==> config.mk <==
export PLATFORM = sky130hd
export DESIGN_NAME = pe_credit_node
export DESIGN_NICKNAME = d
export VERILOG_FILES = /design/src/rtl/pe_pkg.sv /design/src/rtl/pe_rx_fifo.sv /design/src/rtl/pe_credit_node.sv
export SDC_FILE = /design/constraint.sdc
export NUM_CORES = 1
export LEC_CHECK = 0
export BUFFER_PORTS_ARGS = -buffer_cell sky130_fd_sc_hd__buf_2
export CAP_MARGIN = 20
export CELL_PAD_IN_SITES_DETAIL_PLACEMENT = 0
export CELL_PAD_IN_SITES_GLOBAL_PLACEMENT = 1
export CORE_MARGIN = 8
export CORE_UTILIZATION = 42
export CTS_CLUSTER_SIZE = 28
export DETAILED_ROUTE_END_ITERATION = 10
export HOLD_SLACK_MARGIN = 0.15
export PLACE_DENSITY_LB_ADDON = 0.1
export RECOVER_POWER = 25
export SLEW_MARGIN = 20
export SYNTH_ARGS = -nofsm -noshare
export SYNTH_HDL_FRONTEND = slang
export SYNTH_SLANG_ARGS = --single-unit
==> constraint.sdc <==
create_clock -name clk -period 3.3 [get_ports clk]
set_clock_uncertainty 0.05 [all_clocks]
set_input_delay 0.33 -clock clk [delete_from_list [all_inputs] [get_ports clk]]
set_output_delay 0.33 -clock clk [all_outputs]
set_load 0.1 [all_outputs]
==> src/rtl/pe_pkg.sv <==
// Shared types and constants for the pe_credit_node slice.
// PE_SEQ_CHECK_EN adds the sequence-check error bit, widening err to 3 bits.
package pe_pkg;

  localparam int unsigned DefDataW = 20;
  localparam int unsigned DefNodeW = 4;
  localparam int unsigned DefSeqW  = DefDataW - 2 * DefNodeW;

  typedef struct packed {
    logic [DefNodeW-1:0] dest;
    logic [DefNodeW-1:0] src;
    logic [DefSeqW-1:0]  seq;
  } flit_t;

  localparam int unsigned ErrRxOvf   = 0;
  localparam int unsigned ErrCredOvf = 1;
  localparam int unsigned ErrSeq     = 2;

`ifdef PE_SEQ_CHECK_EN
  localparam int unsigned ErrW = 3;
`else
  localparam int unsigned ErrW = 2;
`endif

  typedef enum logic [1:0] {StIdle, StWait, StSend} inj_state_e;

endpackage

==> src/rtl/pe_rx_fifo.sv <==
// Parametrised synchronous FIFO for the PE receive path; Depth must be a power of two.
module pe_rx_fifo #(
  parameter int unsigned Width = 20,
  parameter int unsigned Depth = 4
) (
  input  logic             clk_i,
  input  logic             rst_ni,
  input  logic             push_i,
  input  logic [Width-1:0] wdata_i,
  input  logic             pop_i,
  output logic [Width-1:0] rdata_o,
  output logic             full_o,
  output logic             empty_o
);

  localparam int unsigned AddrW = $clog2(Depth);

  logic [Width-1:0] mem_q [Depth];
  logic [AddrW-1:0] wptr_q, rptr_q;
  logic [AddrW:0]   cnt_q;

  assign full_o  = (cnt_q == (AddrW + 1)'(Depth));
  assign empty_o = (cnt_q == '0);
  assign rdata_o = mem_q[rptr_q];

  always_ff @(posedge clk_i) begin
    if (push_i) mem_q[wptr_q] <= wdata_i;
  end

  always_ff @(posedge clk_i or negedge rst_ni) begin
    if (!rst_ni) begin
      wptr_q <= '0;
      rptr_q <= '0;
      cnt_q  <= '0;
    end else begin
      if (push_i) wptr_q <= wptr_q + 1'b1;
      if (pop_i)  rptr_q <= rptr_q + 1'b1;
      if (push_i && !pop_i)      cnt_q <= cnt_q + 1'b1;
      else if (pop_i && !push_i) cnt_q <= cnt_q - 1'b1;
    end
  end

endmodule

==> src/rtl/pe_credit_node.sv <==
// NoC processing element: credit-controlled flit injection plus a local RX FIFO sink.
// Define PE_SEQ_CHECK_EN to add per-source sequence checking (err widens to 3 bits).
module pe_credit_node
  import pe_pkg::*;
#(
  parameter int unsigned DATA_W   = DefDataW,
  parameter int unsigned NODE_W   = DefNodeW,
  parameter int unsigned NODE_ID  = 0,
  parameter int unsigned CREDITS  = 4,
  parameter int unsigned RX_DEPTH = 4
) (
  input  logic              clk,
  input  logic              RST,
  input  logic              inj_en,
  input  logic [7:0]        inj_gap,
  input  logic [NODE_W-1:0] dest_id,
  output logic [DATA_W-1:0] dataout,
  output logic              out_valid,
  input  logic              ci,
  input  logic [DATA_W-1:0] datain,
  input  logic              in_valid,
  input  logic              sink_ready,
  output logic              co,
  output logic [15:0]       tx_count,
  output logic [15:0]       rx_count,
  output logic [ErrW-1:0]   err
);

  localparam int unsigned SeqW    = DATA_W - 2 * NODE_W;
  localparam logic [3:0]  CredMax = 4'(CREDITS);

  logic [3:0]      cred_q, cred_d;
  logic [7:0]      gap_q, gap_d;
  logic [SeqW-1:0] seq_q;
  logic            send, cred_ovf;
  inj_state_e      state_q;

  assign send = inj_en && (cred_q != '0) && (gap_q >= inj_gap);

  // A send and a returned credit in the same cycle cancel out.
  always_comb begin
    cred_d   = cred_q;
    cred_ovf = 1'b0;
    if (send && !ci) begin
      cred_d = cred_q - 4'd1;
    end else if (ci && !send) begin
      if (cred_q == CredMax) cred_ovf = 1'b1;
      else                   cred_d   = cred_q + 4'd1;
    end
    gap_d = send ? 8'd0 : ((gap_q == 8'hff) ? gap_q : gap_q + 8'd1);
  end

  always_ff @(posedge clk or negedge RST) begin
    if (!RST) begin
      cred_q <= CredMax;
      gap_q  <= 8'hff;
    end else begin
      cred_q <= cred_d;
      gap_q  <= gap_d;
    end
  end

  always_ff @(posedge clk or negedge RST) begin
    if (!RST) begin
      state_q  <= StIdle;
      dataout  <= '0;
      seq_q    <= '0;
      tx_count <= '0;
    end else begin
      if (!inj_en)   state_q <= StIdle;
      else if (send) state_q <= StSend;
      else           state_q <= StWait;
      if (send) begin
        dataout  <= {dest_id, NODE_W'(NODE_ID), seq_q};
        seq_q    <= seq_q + 1'b1;
        tx_count <= tx_count + 16'd1;
      end
    end
  end

  assign out_valid = (state_q == StSend);

  logic              rx_full, rx_empty, push, pop, rx_ovf;
  logic [DATA_W-1:0] rx_data;
  logic [ErrW-1:0]   err_d;

  assign pop    = sink_ready && !rx_empty;
  assign push   = in_valid && (!rx_full || pop);
  assign rx_ovf = in_valid && rx_full && !pop;

  pe_rx_fifo #(
    .Width (DATA_W),
    .Depth (RX_DEPTH)
  ) u_rx_fifo (
    .clk_i   (clk),
    .rst_ni  (RST),
    .push_i  (push),
    .wdata_i (datain),
    .pop_i   (pop),
    .rdata_o (rx_data),
    .full_o  (rx_full),
    .empty_o (rx_empty)
  );

`ifdef PE_SEQ_CHECK_EN
  logic [SeqW-1:0]   exp_seq_q [2**NODE_W];
  logic [NODE_W-1:0] rx_src;
  logic [SeqW-1:0]   rx_seq;
  logic              seq_err;
  logic              unused_rx;

  assign rx_src    = rx_data[SeqW +: NODE_W];
  assign rx_seq    = rx_data[SeqW-1:0];
  assign seq_err   = pop && (rx_seq != exp_seq_q[rx_src]);
  assign unused_rx = ^rx_data[DATA_W-1 -: NODE_W];

  always_ff @(posedge clk or negedge RST) begin
    if (!RST) begin
      for (int i = 0; i < 2**NODE_W; i++) exp_seq_q[i] <= '0;
    end else if (pop) begin
      exp_seq_q[rx_src] <= rx_seq + 1'b1;
    end
  end
`else
  logic unused_rx;
  assign unused_rx = ^rx_data;
`endif

  always_comb begin
    err_d = err;
    if (rx_ovf)   err_d[ErrRxOvf]   = 1'b1;
    if (cred_ovf) err_d[ErrCredOvf] = 1'b1;
`ifdef PE_SEQ_CHECK_EN
    if (seq_err)  err_d[ErrSeq]     = 1'b1;
`endif
  end

  always_ff @(posedge clk or negedge RST) begin
    if (!RST) begin
      co       <= 1'b0;
      rx_count <= '0;
      err      <= '0;
    end else begin
      co  <= pop;
      err <= err_d;
      if (pop) rx_count <= rx_count + 16'd1;
    end
  end

endmodule

==> flow_metrics.py, run 1 <==
metrics = {
    "critical_path": {
        "end_kind": "register",
        "worst-path-buf-inv": 1,
        "crit_slowest_cell": "dfstp_2",
        "crit_family": "compound AO/OA/AOI/OAI gates",
        "cp-start-kind": "register",
        "worstSetupPathType": "register to register",
        "max_stage_delay_ns": 0.54,
        "path_max_fanout": 6,
        "critPathArrivalTime_ns": 3.13,
        "cp_data_required_time_ns": 3.52,
        "path_common_cell": "ha_1",
        "path_cells": "inv_1 > ha_1 > nand2b_1 > a2111o_1 > a21oi_4 > nor2_4 > ha_1 > xor2_1 > ha_1 > a21oi_1 > xnor2_1 > nand2_1 > xnor2_1",
    },
    "clock_network": {
        "clkTransAtPathRegs_ns": 0.08,
        "cts_sinks": 80,
        "htree_levels": 3,
        "ctsResizeCount": 0,
        "clock_path_buffers": 2,
        "clock_latency_ns": 0.34,
        "hold_buffers": 6,
        "cts_tree": "done",
        "clock-root-buffer": "clkbuf_8",
        "cts_made_buffers": 9,
        "post-cts-setup-buffers": 0,
    },
    "detailed_routing": {
        "drc_errors": 0,
        "dr.pass1.iters": 4,
        "drtIter0Drc": 98,
        "totalWireLength_um": 7800,
        "postRouteAntennaNets": 0,
        "avgViaCountPerCell": 5.08,
        "vias": 2716,
        "avgRoutedWirePerCell_um": 14.6,
    },
    "timing": {
        "fin_ws_ns": 0.388,
        "whs_ns": 0.208,
        "rsz0062_at_grt": "no",
        "fmax_mhz": 343,
        "finalMaxSlewViolations": 81,
        "tns_ns": 0,
        "min_period_ns": 2.91,
        "hold_viol": 0,
        "fin_crit_sh_pct": 88.2,
        "setup_viol": 0,
        "relSlewSlack_pct": -29.8,
        "worstMarginPinSlew_ns": 1.95,
    },
    "logic_synthesis": {
        "synth-adder-area-share_pct": 5.89,
        "yosysUniqueCellTypes": 41,
        "syn_avg_cell_area_um2": 11.6,
        "synthTopCellsByArea": "dfrtp_1 45%, xor2_1 7.3%, mux2_4 6.5%",
        "synth_compound_area_share_pct": 3.32,
        "synth_largest_area_cell": "dfrtp_1",
        "yosysWarnings": 0,
        "synth_top_family_by_area": "simple AND/OR/NAND/NOR gates",
        "synth_seq_area_share_pct": 50.9,
        "netlist_instances": 341,
        "ys_seq_elements": 80,
        "yosys.area.top_type_share_pct": 45.0,
        "synth_mux_area_share_pct": 7.82,
        "synth-xor-area-share_pct": 11.3,
        "yosys.area_share.simple_pct": 16.8,
        "syn-cell-area_mm2": 0.00395,
    },
    "status": {
        "violations": "capacitance limit, slew limit",
        "status": "finished with violations",
    },
    "final_layout": {
        "drive_gt1_share_pct": 28.1,
        "num-fill-cells": 872,
        "diodes": 0,
        "final_net_count": 475,
        "areaGrowthSynthToFinish_pct": 18.1,
    },
    "placement": {
        "place_ws_ns": 0.382,
        "dpl.hpwl_um": 5410,
        "routabilityCongestion": 0.726,
        "portBuffers": 69,
    },
    "grt": {
        "track_usage_pct": 13.3,
        "antenna_found_initial": 0,
        "grt_pass1_wl_um": 14000,
        "grt_pass1_vias": 2863,
        "gr-total-overflow": 0,
        "grt_max_degree": 81,
    },
    "floorplan": {
        "coreArea_mm2": 0.00920,
        "num_io_pins": 94,
        "die_h_um": 113,
        "fp.dieW_um": 113,
        "fp-row-count": 35,
        "dieArea_mm2": 0.0128,
        "start_util_pct": 43.0,
    },
    "power_and_ir_drop": {
        "power.density_mw_per_mm2": 939,
        "vdd_ir_drop_max_mv": 0.667,
        "p_leak_uw": 0.00239,
    },
    "min_path": {
        "hp-class": "input port to register",
    },
    "run": {
        "cap_violations": 1,
    },
}
[Yosys cell counts]
master     n
clkbuf_1   4
buf_2      4
a21oi_4    1
mux2_4    17
nor4b_1    3
o21ai_0    4
nand4_1   10
a2111o_1   1
and4_1     5
conb_1     1
or3_1      1
nand2b_1   2
a21oi_1    5
nor2_2     1
buf_6      2
and3b_1    1
mux2_2     3
xor2_1    33
xnor2_1   18
dfstp_2    9
nand3_1   13
buf_4      4
o41ai_4    1
nor4_1    12
inv_1     17
dfrtp_1   71
and3_1    11
ha_1      17
a31oi_1    1
and2_1     3
nor3_1    12
a211oi_1   1
nor3b_1    3
a41o_1     1
nand2_1   25
a21o_1     1
nor4bb_1   1
mux2i_1    2
nor2_1    14
fa_1       1
nor2b_1    5
[layout make-up]
cell class	count	area, um^2	area share, %
inverters	17	63.8	1.37
clock inverters	5	80.1	1.71
repair buffers	78	428	9.16
well taps	111	139	2.97
clock buffers	11	141	3.03
flip-flops and latches	80	2010	43.1
multi-input cells	233	1800	38.6
[flip-flops by register name (all words and copies together), names as in the netlist]
name / flops
co: 1
cred_q: 4
dataout: 16
err: 2
gap_q: 8
rx_count: 16
seq_q: 12
state_q: 2
tx_count: 16
u_rx_fifo.cnt_q: 3
[through the flow]
step,area (um^2),instances,power [uW],utilization [%]
floorplan,3960,344,3230,-
global placement,4390,513,3590,47.7
finish,4670,535,4380,50.8
detailed placement,4390,513,3620,47.7
CTS,4670,535,4450,50.8
global route,4670,535,4660,50.8
[worst reg2reg max path: stages, from the launching register on]
cell	delay (ns)
dfstp_2	0.54
inv_1	0.06
ha_1	0.26
nand2b_1	0.13
a2111o_1	0.44
a21oi_4	0.17
nor2_4	0.06
ha_1	0.27
xor2_1	0.17
ha_1	0.18
a21oi_1	0.14
xnor2_1	0.14
nand2_1	0.08
xnor2_1	0.15
[report_power, final]
part           leakage [uW]  internal (uW)  total, uW  switching [uW]
clock              0.000106            446        803             357
sequential          0.00102           1280       1560             287
combinational       0.00127            530       2020            1490
[logic make-up after synthesis]
logic type	after synthesis
AND/OR/NAND/NOR	122
AO/OA/AOI/OAI	16
other	1
buffers and inverters	31
flip-flops	80
XOR/XNOR	51
adder cells (fa/ha/maj)	18
multiplexers	22
[path summary, 6_finish.rpt]
path	from	endpoint	slack (ns)	depth (start not counted)
hold reg to reg	err[0]	err[0]	0.41	1
max in group asynchronous	RST	dataout[5]	1.04	2
setup reg to reg	gap_q[0]	cred_q[2]	0.39	13
min in group asynchronous	RST	dataout[17]	1.03	2
hold / removal	inj_en	state_q[0]	0.21	2
setup / recovery	gap_q[0]	cred_q[2]	0.39	13
[cells in the final DEF (no fill, tap or decap), types with 6 or more instances in the layout]
cell type and instances:
dlygate4sd3_1 6, mux2_4 17, and3_1 11, buf_2 68
nor3_1 12, xor2_1 33, nand2_1 25, nand3_1 13
nor4_1 12, dfrtp_1 71, xnor2_1 18, nor2_1 14
ha_1 17, nand4_1 10, clkbuf_8 10, dfstp_2 9
inv_1 17
[metal layers]
metal,GRT usage (%),routed length (um),up-vias
met2,20.5,3500,50
met3,3.51,315,6
met4,4.26,64,0
li1,-,-,1327
met5,0,0,-
met1,17.8,3930,1333
No activity file was read; power rests on OpenSTA's default activity.
==> run 2, diff against run 1 <==
--- a/config.mk
+++ b/config.mk
@@ -10,7 +10,8 @@
 export CELL_PAD_IN_SITES_DETAIL_PLACEMENT = 0
 export CELL_PAD_IN_SITES_GLOBAL_PLACEMENT = 1
 export CORE_MARGIN = 8
-export CORE_UTILIZATION = 42
+export CORE_UTILIZATION = 47
+export CTS_BUF_LIST = sky130_fd_sc_hd__clkbuf_4
 export CTS_CLUSTER_SIZE = 28
 export DETAILED_ROUTE_END_ITERATION = 10
 export HOLD_SLACK_MARGIN = 0.15
==> constraint.sdc (replaced) <==
create_clock -name clk -period 3.8 [get_ports clk]
set_clock_uncertainty 0.05 [all_clocks]
set_input_delay 0.76 -clock clk [delete_from_list [all_inputs] [get_ports clk]]
set_output_delay 0.76 -clock clk [all_outputs]
set_load 0.1 [all_outputs]
==> flow_metrics.py, run 2 (same netlist as run 1, synthesis figures left out) <==
metrics = {
    "status": {
        "status": "finished with violations",
        "violations": "capacitance limit, slew limit",
    },
    "detailed_routing": {
        "postRouteAntennaNets": 0,
        "drtIter0Drc": 90,
        "avgViaCountPerCell": 5.13,
        "dr.pass1.iters": 4,
        "vias": 2683,
        "drc_errors": 0,
        "totalWireLength_um": 7840,
        "avgRoutedWirePerCell_um": 15.0,
    },
    "clock_network": {
        "htree_levels": 3,
        "ctsResizeCount": 0,
        "clock-root-buffer": "clkbuf_4",
        "cts_tree": "done",
        "cts_sinks": 80,
        "clock_latency_ns": 0.41,
        "hold_buffers": 0,
        "clock_path_buffers": 2,
        "clkTransAtPathRegs_ns": 0.13,
        "cts_made_buffers": 9,
        "post-cts-setup-buffers": 0,
    },
    "timing": {
        "tns_ns": 0,
        "setup_viol": 0,
        "rsz0062_at_grt": "no",
        "finalMaxSlewViolations": 81,
        "fin_crit_sh_pct": 77.0,
        "fmax_mhz": 342,
        "relSlewSlack_pct": -29.9,
        "min_period_ns": 2.93,
        "worstMarginPinSlew_ns": 1.95,
        "hold_viol": 0,
    },
    "power_and_ir_drop": {
        "p_int_uw": 1700,
        "p_leak_uw": 0.00232,
        "p_sw_uw": 1830,
        "p_total_uw": 3530,
        "power.density_mw_per_mm2": 786,
        "seqPwrFrac_pct": 38.5,
        "clockPowerShare_pct": 12.1,
        "switching_share_pct": 51.8,
        "combPwrFrac_pct": 49.4,
        "vdd_ir_drop_max_mv": 0.483,
    },
    "floorplan": {
        "coreArea_mm2": 0.00818,
        "start_util_pct": 48.3,
        "fp-row-count": 33,
        "die_h_um": 108,
        "dieArea_mm2": 0.0116,
        "fp.dieW_um": 108,
        "num_io_pins": 94,
    },
    "critical_path": {
        "cp-startpoint": "gap_q[0]",
        "rr_endpoint": "cred_q[2]",
        "path_max_fanout": 6,
        "reg2reg_depth": 13,
        "crit_slowest_cell": "dfstp_2",
        "cp-start-kind": "register",
        "critPathArrivalTime_ns": 3.22,
        "path_common_cell": "ha_1",
        "path_cells": "inv_1 > ha_1 > nand2b_1 > a2111o_1 > a21oi_4 > nor2_4 > ha_1 > xor2_1 > ha_1 > a21oi_1 > xnor2_1 > nand2_1 > xnor2_1",
        "cp_data_required_time_ns": 4.10,
        "worstSetupPathType": "register to register",
        "r2r_slack_ns": 0.87,
        "rr_startpoint": "gap_q[0]",
        "critical_path.endpoint": "cred_q[2]",
        "end_kind": "register",
        "max_stage_delay_ns": 0.55,
    },
    "grt": {
        "track_usage_pct": 14.1,
        "gr-total-overflow": 0,
        "grt_pass1_vias": 2703,
        "use_met1_pct": 18.3,
        "grt_max_degree": 81,
        "globalRouteMet2Util_pct": 21.8,
        "top_usage_layer": "met2",
        "grt.met3_usage_pct": 3.41,
        "antenna_found_initial": 0,
        "grt_pass1_wl_um": 13200,
    },
    "run": {
        "cap_violations": 1,
    },
    "final_layout": {
        "diodes": 0,
        "layout_common_cells": "71 x dfrtp_1, 68 x buf_2, 33 x xor2_1, 25 x nand2_1, 18 x xnor2_1",
        "drive_gt1_share_pct": 28.0,
        "final_net_count": 469,
        "areaGrowthSynthToFinish_pct": 13.6,
        "reg.largest.list": "dataout x16, rx_count x16, tx_count x16",
        "layout_commonest_cell": "dfrtp_1",
    },
    "placement": {
        "dpl.hpwl_um": 5420,
        "routabilityCongestion": 0.735,
        "portBuffers": 69,
    },
    "min_path": {
        "hp-class": "register to register",
    },
}
-- run 2: routing by layer --
layer,wire (um),part of all wire (%)
met1,3670,47
met2,3680,47
met3,365,4.7
met4,114,1.5
met5,0,0
-- run 2: how the worst min path moves through the flow --
| stage | start | to | cells past startpoint |
|---|---|---|---|
| 2_1_floorplan | seq_q[11] | seq_q[11] | 1 |
| 3_3_place_gp | err[0] | err[0] | 1 |
| 3_5_place_dp | rx_count[15] | rx_count[15] | 1 |
| 4_1_cts | rx_count[15] | rx_count[15] | 1 |
| 5_1_grt | seq_q[11] | seq_q[11] | 1 |
| 6_report | rx_count[15] | rx_count[15] | 1 |
-- run 2: cell type report --
cell class	count	area [um^2]
clock buffer	10	75.1
clock inverter	6	35.0
fill	750	3680
inverter	17	63.8
multi-input combinational	233	1800
sequential	80	2010
tap	105	131
timing repair buffer	72	368
-- run 2: stage by stage --
step	hold slack, ns	instance area [um^2]	std cells	util [%]	setup slack, ns
finish	0.430	4490	523	54.9	0.874
global route	0.457	4490	523	54.9	0.701
CTS	0.433	4490	523	55.0	0.854
detailed placement	0.409	4380	507	53.6	0.574
global placement	0.386	4380	507	53.6	0.628
floorplan	0.392	3960	344	-	0.555
-- run 2: worst max-delay path: cells and delay by family (launching register included) --
family	cells	cell delay (ns)
adders and majority gates	3	0.72
DFF	1	0.55
AOI/OAI and AO/OA	3	0.77
xor gates and xnor gates	3	0.46
buffers and inverters	1	0.06
and+or+nand+nor	3	0.28
-- run 2: power by group through the flow --
stage | combinational, uW | sequential, uW | clock (uW)
CTS | 1770 | 1360 | 450
global placement | 1740 | 1360 | 0
floorplan | 687 | 2120 | 0
detailed placement | 1760 | 1370 | 0
global route | 1870 | 1400 | 478
finish | 1740 | 1360 | 428
